File: config.mk
export PLATFORM = sky130hd
export DESIGN_NAME = jt12_bus_arb_flat
export DESIGN_NICKNAME = d
export VERILOG_FILES = /design/src/rtl/jt12_arb_pkg.sv /design/src/rtl/jt12_bus_arb_if.sv /design/src/rtl/jt12_arb_rr.sv /design/src/rtl/jt12_bus_arb.sv /design/src/flat_wrapper.sv
export SDC_FILE = /design/constraint.sdc
export NUM_CORES = 1
export LEC_CHECK = 0
export ABC_CLOCK_PERIOD_IN_PS = 3700
export CORE_UTILIZATION = 30
export CTS_CLUSTER_DIAMETER = 150
export CTS_CLUSTER_SIZE = 12
export DETAILED_ROUTE_END_ITERATION = 8
export PLACE_DENSITY = 0.51
export SLEW_MARGIN = 20
export SYNTH_ARGS = -nofsm -noshare
export SYNTH_HDL_FRONTEND = slang
export SYNTH_HIERARCHICAL = 1
export SYNTH_SLANG_ARGS = --single-unit
export TNS_END_PERCENT = 30
File: constraint.sdc
create_clock -name clk -period 3.7 [get_ports clk]
set_input_delay 0.37 -clock clk [delete_from_list [all_inputs] [get_ports clk]]
set_output_delay 0.37 -clock clk [all_outputs]
set_load 0.02 [all_outputs]
File: src/rtl/jt12_arb_pkg.sv
// Shared types and constants for the jt12 two-requester write-port arbiter.
package jt12_arb_pkg;

  typedef enum logic [1:0] {
    StIdle   = 2'd0,
    StStrobe = 2'd1,
    StRise   = 2'd2,
    StFall   = 2'd3
  } arb_state_e;

  localparam int unsigned BUSY_BIT = 7;

  function automatic int unsigned max3(input int unsigned a, input int unsigned b,
                                       input int unsigned c);
    int unsigned m;
    m = (a > b) ? a : b;
    return (m > c) ? m : c;
  endfunction

endpackage

File: src/rtl/jt12_bus_arb_if.sv
// Bus bundle between the two CPU-side requesters, the arbiter and the jt12 write port.
interface jt12_bus_arb_if;

  logic       cpu0_req;
  logic [1:0] cpu0_addr;
  logic [7:0] cpu0_din;
  logic       cpu0_ack;
  logic       cpu1_req;
  logic [1:0] cpu1_addr;
  logic [7:0] cpu1_din;
  logic       cpu1_ack;
  logic       fm_cs_n;
  logic       fm_wr_n;
  logic [1:0] fm_addr;
  logic [7:0] fm_din;
  logic [7:0] fm_dout;
  logic       owner;
  logic       to_err;

  // Arbiter side.
  modport master (
    input  cpu0_req, cpu0_addr, cpu0_din, cpu1_req, cpu1_addr, cpu1_din, fm_dout,
    output cpu0_ack, cpu1_ack, fm_cs_n, fm_wr_n, fm_addr, fm_din, owner, to_err
  );

  // Requester / chip side.
  modport slave (
    output cpu0_req, cpu0_addr, cpu0_din, cpu1_req, cpu1_addr, cpu1_din, fm_dout,
    input  cpu0_ack, cpu1_ack, fm_cs_n, fm_wr_n, fm_addr, fm_din, owner, to_err
  );

endinterface

File: src/rtl/jt12_arb_rr.sv
// Two-way round-robin picker; while the pair lock is held only the owner is eligible.
module jt12_arb_rr (
  input  logic [1:0] req,
  input  logic       last,
  input  logic       lock,
  input  logic       owner,
  output logic       gnt_vld,
  output logic       gnt
);

  logic [1:0] elig;

  always_comb begin
    elig = req;
    if (lock) begin
      elig = owner ? (req & 2'b10) : (req & 2'b01);
    end
    gnt_vld = |elig;
    gnt     = (&elig) ? ~last : elig[1];
  end

endmodule

File: src/rtl/jt12_bus_arb.sv
// Shares the jt12 write port between two requesters: round-robin, atomic address/data
// pairs, writes paced on the registered busy flag.
module jt12_bus_arb
  import jt12_arb_pkg::*;
#(
  parameter int unsigned WR_CYCLES = 2,
  parameter int unsigned RISE_MAX  = 4,
  parameter int unsigned BUSY_TO   = 255,
  parameter int unsigned LOCK_TO   = 63
) (
  input  logic           clk,
  input  logic           rst_n,
  jt12_bus_arb_if.master bus
);

  localparam int unsigned CntW  = $clog2(max3(WR_CYCLES, RISE_MAX, BUSY_TO) + 1);
  localparam int unsigned LockW = $clog2(LOCK_TO + 1);
  localparam logic [CntW-1:0]  WrLast   = CntW'(WR_CYCLES - 1);
  localparam logic [CntW-1:0]  AckAt    = CntW'(WR_CYCLES - 2);
  localparam logic [CntW-1:0]  RiseLast = CntW'(RISE_MAX - 1);
  localparam logic [CntW-1:0]  BusyLast = CntW'(BUSY_TO - 1);
  localparam logic [LockW-1:0] LockLast = LockW'(LOCK_TO - 1);

  arb_state_e       state_q, state_d;
  logic [CntW-1:0]  cnt_q, cnt_d;
  logic [LockW-1:0] lock_cnt_q, lock_cnt_d;
  logic             lock_q, lock_d;
  logic             owner_q, owner_d;
  logic             last_q, last_d;
  logic             strobe_n_q, strobe_n_d;
  logic [1:0]       fm_addr_q, fm_addr_d;
  logic [7:0]       fm_din_q, fm_din_d;
  logic             ack0_q, ack0_d;
  logic             ack1_q, ack1_d;
  logic             to_err_q, to_err_d;
  logic             busy_q;
  logic             gnt_vld, gnt;
  logic             owner_req;

  jt12_arb_rr u_rr (
    .req     ({bus.cpu1_req, bus.cpu0_req}),
    .last    (last_q),
    .lock    (lock_q),
    .owner   (owner_q),
    .gnt_vld (gnt_vld),
    .gnt     (gnt)
  );

  assign owner_req = owner_q ? bus.cpu1_req : bus.cpu0_req;

  always_comb begin
    state_d    = state_q;
    cnt_d      = cnt_q;
    lock_cnt_d = lock_cnt_q;
    lock_d     = lock_q;
    owner_d    = owner_q;
    last_d     = last_q;
    strobe_n_d = strobe_n_q;
    fm_addr_d  = fm_addr_q;
    fm_din_d   = fm_din_q;
    ack0_d     = 1'b0;
    ack1_d     = 1'b0;
    to_err_d   = 1'b0;
    unique case (state_q)
      StIdle: begin
        if (gnt_vld) begin
          fm_addr_d  = gnt ? bus.cpu1_addr : bus.cpu0_addr;
          fm_din_d   = gnt ? bus.cpu1_din : bus.cpu0_din;
          owner_d    = gnt;
          last_d     = gnt;
          cnt_d      = '0;
          lock_cnt_d = '0;
          strobe_n_d = 1'b0;
          state_d    = StStrobe;
          // Single-cycle strobe: the ack must already be armed at grant.
          if (WR_CYCLES == 1) begin
            ack0_d = ~gnt;
            ack1_d = gnt;
          end
        end else if (lock_q && !owner_req) begin
          if (lock_cnt_q == LockLast) begin
            lock_d     = 1'b0;
            lock_cnt_d = '0;
          end else begin
            lock_cnt_d = lock_cnt_q + 1'b1;
          end
        end
      end
      StStrobe: begin
        if (cnt_q == WrLast) begin
          strobe_n_d = 1'b1;
          lock_d     = ~fm_addr_q[0];
          cnt_d      = '0;
          state_d    = StRise;
        end else begin
          cnt_d = cnt_q + 1'b1;
          if (WR_CYCLES > 1 && cnt_q == AckAt) begin
            ack0_d = ~owner_q;
            ack1_d = owner_q;
          end
        end
      end
      StRise: begin
        if (busy_q) begin
          cnt_d   = '0;
          state_d = StFall;
        end else if (cnt_q == RiseLast) begin
          state_d = StIdle;
        end else begin
          cnt_d = cnt_q + 1'b1;
        end
      end
      StFall: begin
        if (!busy_q) begin
          state_d = StIdle;
        end else if (cnt_q == BusyLast) begin
          to_err_d = 1'b1;
          state_d  = StIdle;
        end else begin
          cnt_d = cnt_q + 1'b1;
        end
      end
      default: state_d = StIdle;
    endcase
  end

  always_ff @(posedge clk or negedge rst_n) begin
    if (!rst_n) begin
      state_q    <= StIdle;
      cnt_q      <= '0;
      lock_cnt_q <= '0;
      lock_q     <= 1'b0;
      owner_q    <= 1'b0;
      last_q     <= 1'b1;
      strobe_n_q <= 1'b1;
      fm_addr_q  <= '0;
      fm_din_q   <= '0;
      ack0_q     <= 1'b0;
      ack1_q     <= 1'b0;
      to_err_q   <= 1'b0;
      busy_q     <= 1'b0;
    end else begin
      state_q    <= state_d;
      cnt_q      <= cnt_d;
      lock_cnt_q <= lock_cnt_d;
      lock_q     <= lock_d;
      owner_q    <= owner_d;
      last_q     <= last_d;
      strobe_n_q <= strobe_n_d;
      fm_addr_q  <= fm_addr_d;
      fm_din_q   <= fm_din_d;
      ack0_q     <= ack0_d;
      ack1_q     <= ack1_d;
      to_err_q   <= to_err_d;
      busy_q     <= bus.fm_dout[BUSY_BIT];
    end
  end

  // cs_n and wr_n share one flop so they can never diverge.
  assign bus.fm_cs_n  = strobe_n_q;
  assign bus.fm_wr_n  = strobe_n_q;
  assign bus.fm_addr  = fm_addr_q;
  assign bus.fm_din   = fm_din_q;
  assign bus.cpu0_ack = ack0_q;
  assign bus.cpu1_ack = ack1_q;
  assign bus.owner    = owner_q;
  assign bus.to_err   = to_err_q;

endmodule

File: src/flat_wrapper.sv
// flat-port wrapper written by rule: the top's interface ports become plain ports
module jt12_bus_arb_flat import jt12_arb_pkg::*;
#(
  parameter int unsigned WR_CYCLES = 2,
  parameter int unsigned RISE_MAX  = 4,
  parameter int unsigned BUSY_TO   = 255,
  parameter int unsigned LOCK_TO   = 63
)
  (clk, rst_n, bus_cpu0_req, bus_cpu0_addr, bus_cpu0_din, bus_cpu1_req, bus_cpu1_addr, bus_cpu1_din, bus_fm_dout, bus_cpu0_ack, bus_cpu1_ack, bus_fm_cs_n, bus_fm_wr_n, bus_fm_addr, bus_fm_din, bus_owner, bus_to_err);
  jt12_bus_arb_if bus_i ();
  input  logic clk;
  input  logic rst_n;
  input wire logic [$bits(bus_i.cpu0_req)-1:0] bus_cpu0_req;
  input wire logic [$bits(bus_i.cpu0_addr)-1:0] bus_cpu0_addr;
  input wire logic [$bits(bus_i.cpu0_din)-1:0] bus_cpu0_din;
  input wire logic [$bits(bus_i.cpu1_req)-1:0] bus_cpu1_req;
  input wire logic [$bits(bus_i.cpu1_addr)-1:0] bus_cpu1_addr;
  input wire logic [$bits(bus_i.cpu1_din)-1:0] bus_cpu1_din;
  input wire logic [$bits(bus_i.fm_dout)-1:0] bus_fm_dout;
  output wire logic [$bits(bus_i.cpu0_ack)-1:0] bus_cpu0_ack;
  output wire logic [$bits(bus_i.cpu1_ack)-1:0] bus_cpu1_ack;
  output wire logic [$bits(bus_i.fm_cs_n)-1:0] bus_fm_cs_n;
  output wire logic [$bits(bus_i.fm_wr_n)-1:0] bus_fm_wr_n;
  output wire logic [$bits(bus_i.fm_addr)-1:0] bus_fm_addr;
  output wire logic [$bits(bus_i.fm_din)-1:0] bus_fm_din;
  output wire logic [$bits(bus_i.owner)-1:0] bus_owner;
  output wire logic [$bits(bus_i.to_err)-1:0] bus_to_err;
  assign bus_i.cpu0_req = bus_cpu0_req;
  assign bus_i.cpu0_addr = bus_cpu0_addr;
  assign bus_i.cpu0_din = bus_cpu0_din;
  assign bus_i.cpu1_req = bus_cpu1_req;
  assign bus_i.cpu1_addr = bus_cpu1_addr;
  assign bus_i.cpu1_din = bus_cpu1_din;
  assign bus_i.fm_dout = bus_fm_dout;
  assign bus_cpu0_ack = bus_i.cpu0_ack;
  assign bus_cpu1_ack = bus_i.cpu1_ack;
  assign bus_fm_cs_n = bus_i.fm_cs_n;
  assign bus_fm_wr_n = bus_i.fm_wr_n;
  assign bus_fm_addr = bus_i.fm_addr;
  assign bus_fm_din = bus_i.fm_din;
  assign bus_owner = bus_i.owner;
  assign bus_to_err = bus_i.to_err;
  jt12_bus_arb #(.WR_CYCLES(WR_CYCLES), .RISE_MAX(RISE_MAX), .BUSY_TO(BUSY_TO), .LOCK_TO(LOCK_TO)) u_core (.clk(clk), .rst_n(rst_n), .bus(bus_i));
endmodule
==> qor.yml <==
vias_per_cell: 4.85
die_y_um: 82.1
ys_seq_elements: 34
final_core_util: 0.411
die-width_um: 82.1
critPathMaxFanout: 8
cp-startpoint: "u_core/bus.owner"
wirelength_mm: 4.16
leakage_nw: 1.05
clock_skew_ns: 0.00705
max_cap_violations: 0
netlist_area_um2: 1930
vias: 1524
diodes: 0
synthCells: 197
avgSynthCellArea_um2: 9.77
setup_tns_ns: 0
grt.total_usage: 0.134
critical_path_class: "register to register"
grt-ovfl-total: 0
drt_iter0_markers: 59
critPathArrivalTime_ns: 2.29
cp-start-kind: "register"
gp_congestion: 0.749
wl_per_cell_um: 13.2
fin_crit_sh: 0.576
r2r-start: "u_core/bus.owner"
ys.flop_type: "dfrtp_1"
boundaryPins: 48
yosysWarnings: 6
cts_root_buf: "clkbuf_8"
power.net_switching_mw: 0.711
initial_core_util: 0.318
drtPass1Iterations: 4
hold_violations: 0
seq_area_frac_synth: 0.443
htreeDepth: 2
grt_pass1_vias: 1382
min_from: "u_core/bus.fm_addr[0]"
cts_sinks: 34
worstMarginPinSlew_ns: 0.723
synth_most_common_cell: "dfrtp_1"
grt_max_degree: 35
port_buffers: 40
fin_area_um2: 2490
placed_cell_area_um2: 2380
synth_nets: 235
synth-edff-count: 0
core_um2: 6060
pwr-share-clk: 0.190
ys_top_cells_by_count: "dfrtp_1 (32), nor2_1 (16), a21oi_1 (15), nand2_1 (15)"
endpoint_kind: "register"
slew_violations: 0
fill_cells: 609
switching_share: 0.398
drc: 0
async_flop_share: 1.00
pwr_density_cell_nw_per_um2: 717
timing.hold.ws_ns: 0.475
area_delta_synth_final_pct: 29.4
synth_top_area_share: 0.416
min_period_ns: 2.13
cts_resized: 0
internal_power_mw: 1.08
ant_nets: 0
cts_buffers: 5
cts_hold_buf: 0
antenna_found_initial: 0
seqPwrFrac: 0.351
clock_tree.buffer_depth: 2
cts_tree: "built"
ys_types: 45
fmax_mhz: 469
rsz0062_at_grt: "false"
ir_drop_v: 0.000234
setup_viol: 0
drive_above_1_share: 0.0962
hp-class: "register to register"
cp_data_required_time_ns: 3.86
nNetsFinal: 276
p_comb_frac: 0.459
relSlewSlack: 0.518
synthTopCellsByArea: "dfrtp_1 (42%), mux2i_1 (6.8%), a21oi_1 (3.9%)"
insertion_delay_ns: 0.29
grt_pass1_wl_mm: 6.70
dieArea_um2: 6740
placementRows: 28
status: "finished, final reports clean"
synth_top_area_cell: "dfrtp_1"
cts.clk_slew.worst_paths_ns: 0.08
dp_hpwl_mm: 2.98
post-cts-setup-buffers: 0
-- layer usage --
layer	GRT usage	routed length [µm]
met4	0.0579	48
met1	0.176	2000
met2	0.208	1970
met5	0	0
met3	0.0330	133
-- cells in the final DEF, fill, tap and decap left out, types with 4 or more instances in the layout --
| master | Yosys | layout |
|---|---|---|
| a21oi_1 | 15 | 15 |
| and3_1 | 4 | 4 |
| clkbuf_8 | 0 | 5 |
| clkdlybuf4s50_1 | 0 | 40 |
| dfrtp_1 | 32 | 32 |
| ha_1 | 6 | 6 |
| inv_1 | 10 | 10 |
| mux2i_1 | 13 | 13 |
| nand2_1 | 15 | 15 |
| nand3_1 | 12 | 12 |
| nor2_1 | 16 | 16 |
| nor2b_1 | 5 | 5 |
| o21ai_0 | 13 | 13 |
| o31ai_1 | 4 | 4 |
-- power groups by stage --
stage	registers (mW)	logic [mW]	clock network, mW
after global routing	0.650	0.927	0.369
after detailed placement	0.634	0.833	0
after global placement	0.634	0.827	0
after CTS	0.629	0.833	0.353
final	0.627	0.820	0.340
after floorplan	0.673	0.516	0
-- flip-flops by register name (all words and copies together), names as in the netlist --
signal,cells
u_core/bus.cpu0_ack,1
u_core/bus.cpu1_ack,1
u_core/bus.fm_addr,2
u_core/bus.fm_cs_n,1
u_core/bus.fm_din,8
u_core/bus.owner,1
u_core/bus.to_err,1
u_core/busy_q,1
u_core/cnt_q,8
u_core/last_q,1
u_core/lock_cnt_q,6
u_core/lock_q,1
u_core/state_q,2
-- layout make-up --
cell class / instances / area (µm²) / area share
Sequential cell: 34 / 853 / 0.343
Multi-Input combinational cell: 145 / 982 / 0.394
Tap cell: 75 / 93.8 / 0.0377
Clock inverter: 3 / 40.0 / 0.0161
Inverter: 10 / 37.5 / 0.0151
Clock buffer: 5 / 68.8 / 0.0276
Timing Repair Buffer: 42 / 415 / 0.167
-- stage by stage --
step	std cells	setup slack [ns]	total power, mW
3_3_place_gp	306	1.33	1.46
3_5_place_dp	306	1.31	1.47
6_report	314	1.57	1.79
4_1_cts	314	1.52	1.82
5_1_grt	314	1.30	1.94
2_1_floorplan	197	1.76	1.19
-- final timing paths --
kind / to / slack [ns] / depth (start not counted)
max in group asynchronous: u_core/last_q / 2.88 / 2
setup reg to reg: u_core/cnt_q[3] / 1.57 / 8
min in group asynchronous: u_core/bus.cpu1_ack / 0.49 / 2
hold reg to reg: u_core/lock_q / 0.48 / 1
hold / removal: u_core/lock_q / 0.48 / 1
setup / recovery: u_core/cnt_q[3] / 1.57 / 8
-- logic make-up (layout without fill, tap and decap cells) --
| group | after synthesis | after routing | synth area share |
|---|---|---|---|
| mux | 13 | 13 | 0.0676 |
| compound gates | 49 | 49 | 0.172 |
| fa+ha+maj | 6 | 6 | 0.0390 |
| buf+inv | 18 | 60 | 0.0468 |
| simple gates | 75 | 75 | 0.222 |
| flops | 34 | 34 | 0.443 |
| xor+xnor | 2 | 2 | 0.00910 |
-- worst max-delay path, cell delays in order, from the launching register on --
cell      delay, ns
dfrtp_1        0.44
nand2b_1       0.18
a21oi_1        0.14
a31oi_1        0.05
buf_4          0.18
nor3_1         0.52
a21o_1         0.20
nand2b_1       0.20
o31ai_1        0.09
Note: power is estimated with default switching activity, not from simulation.
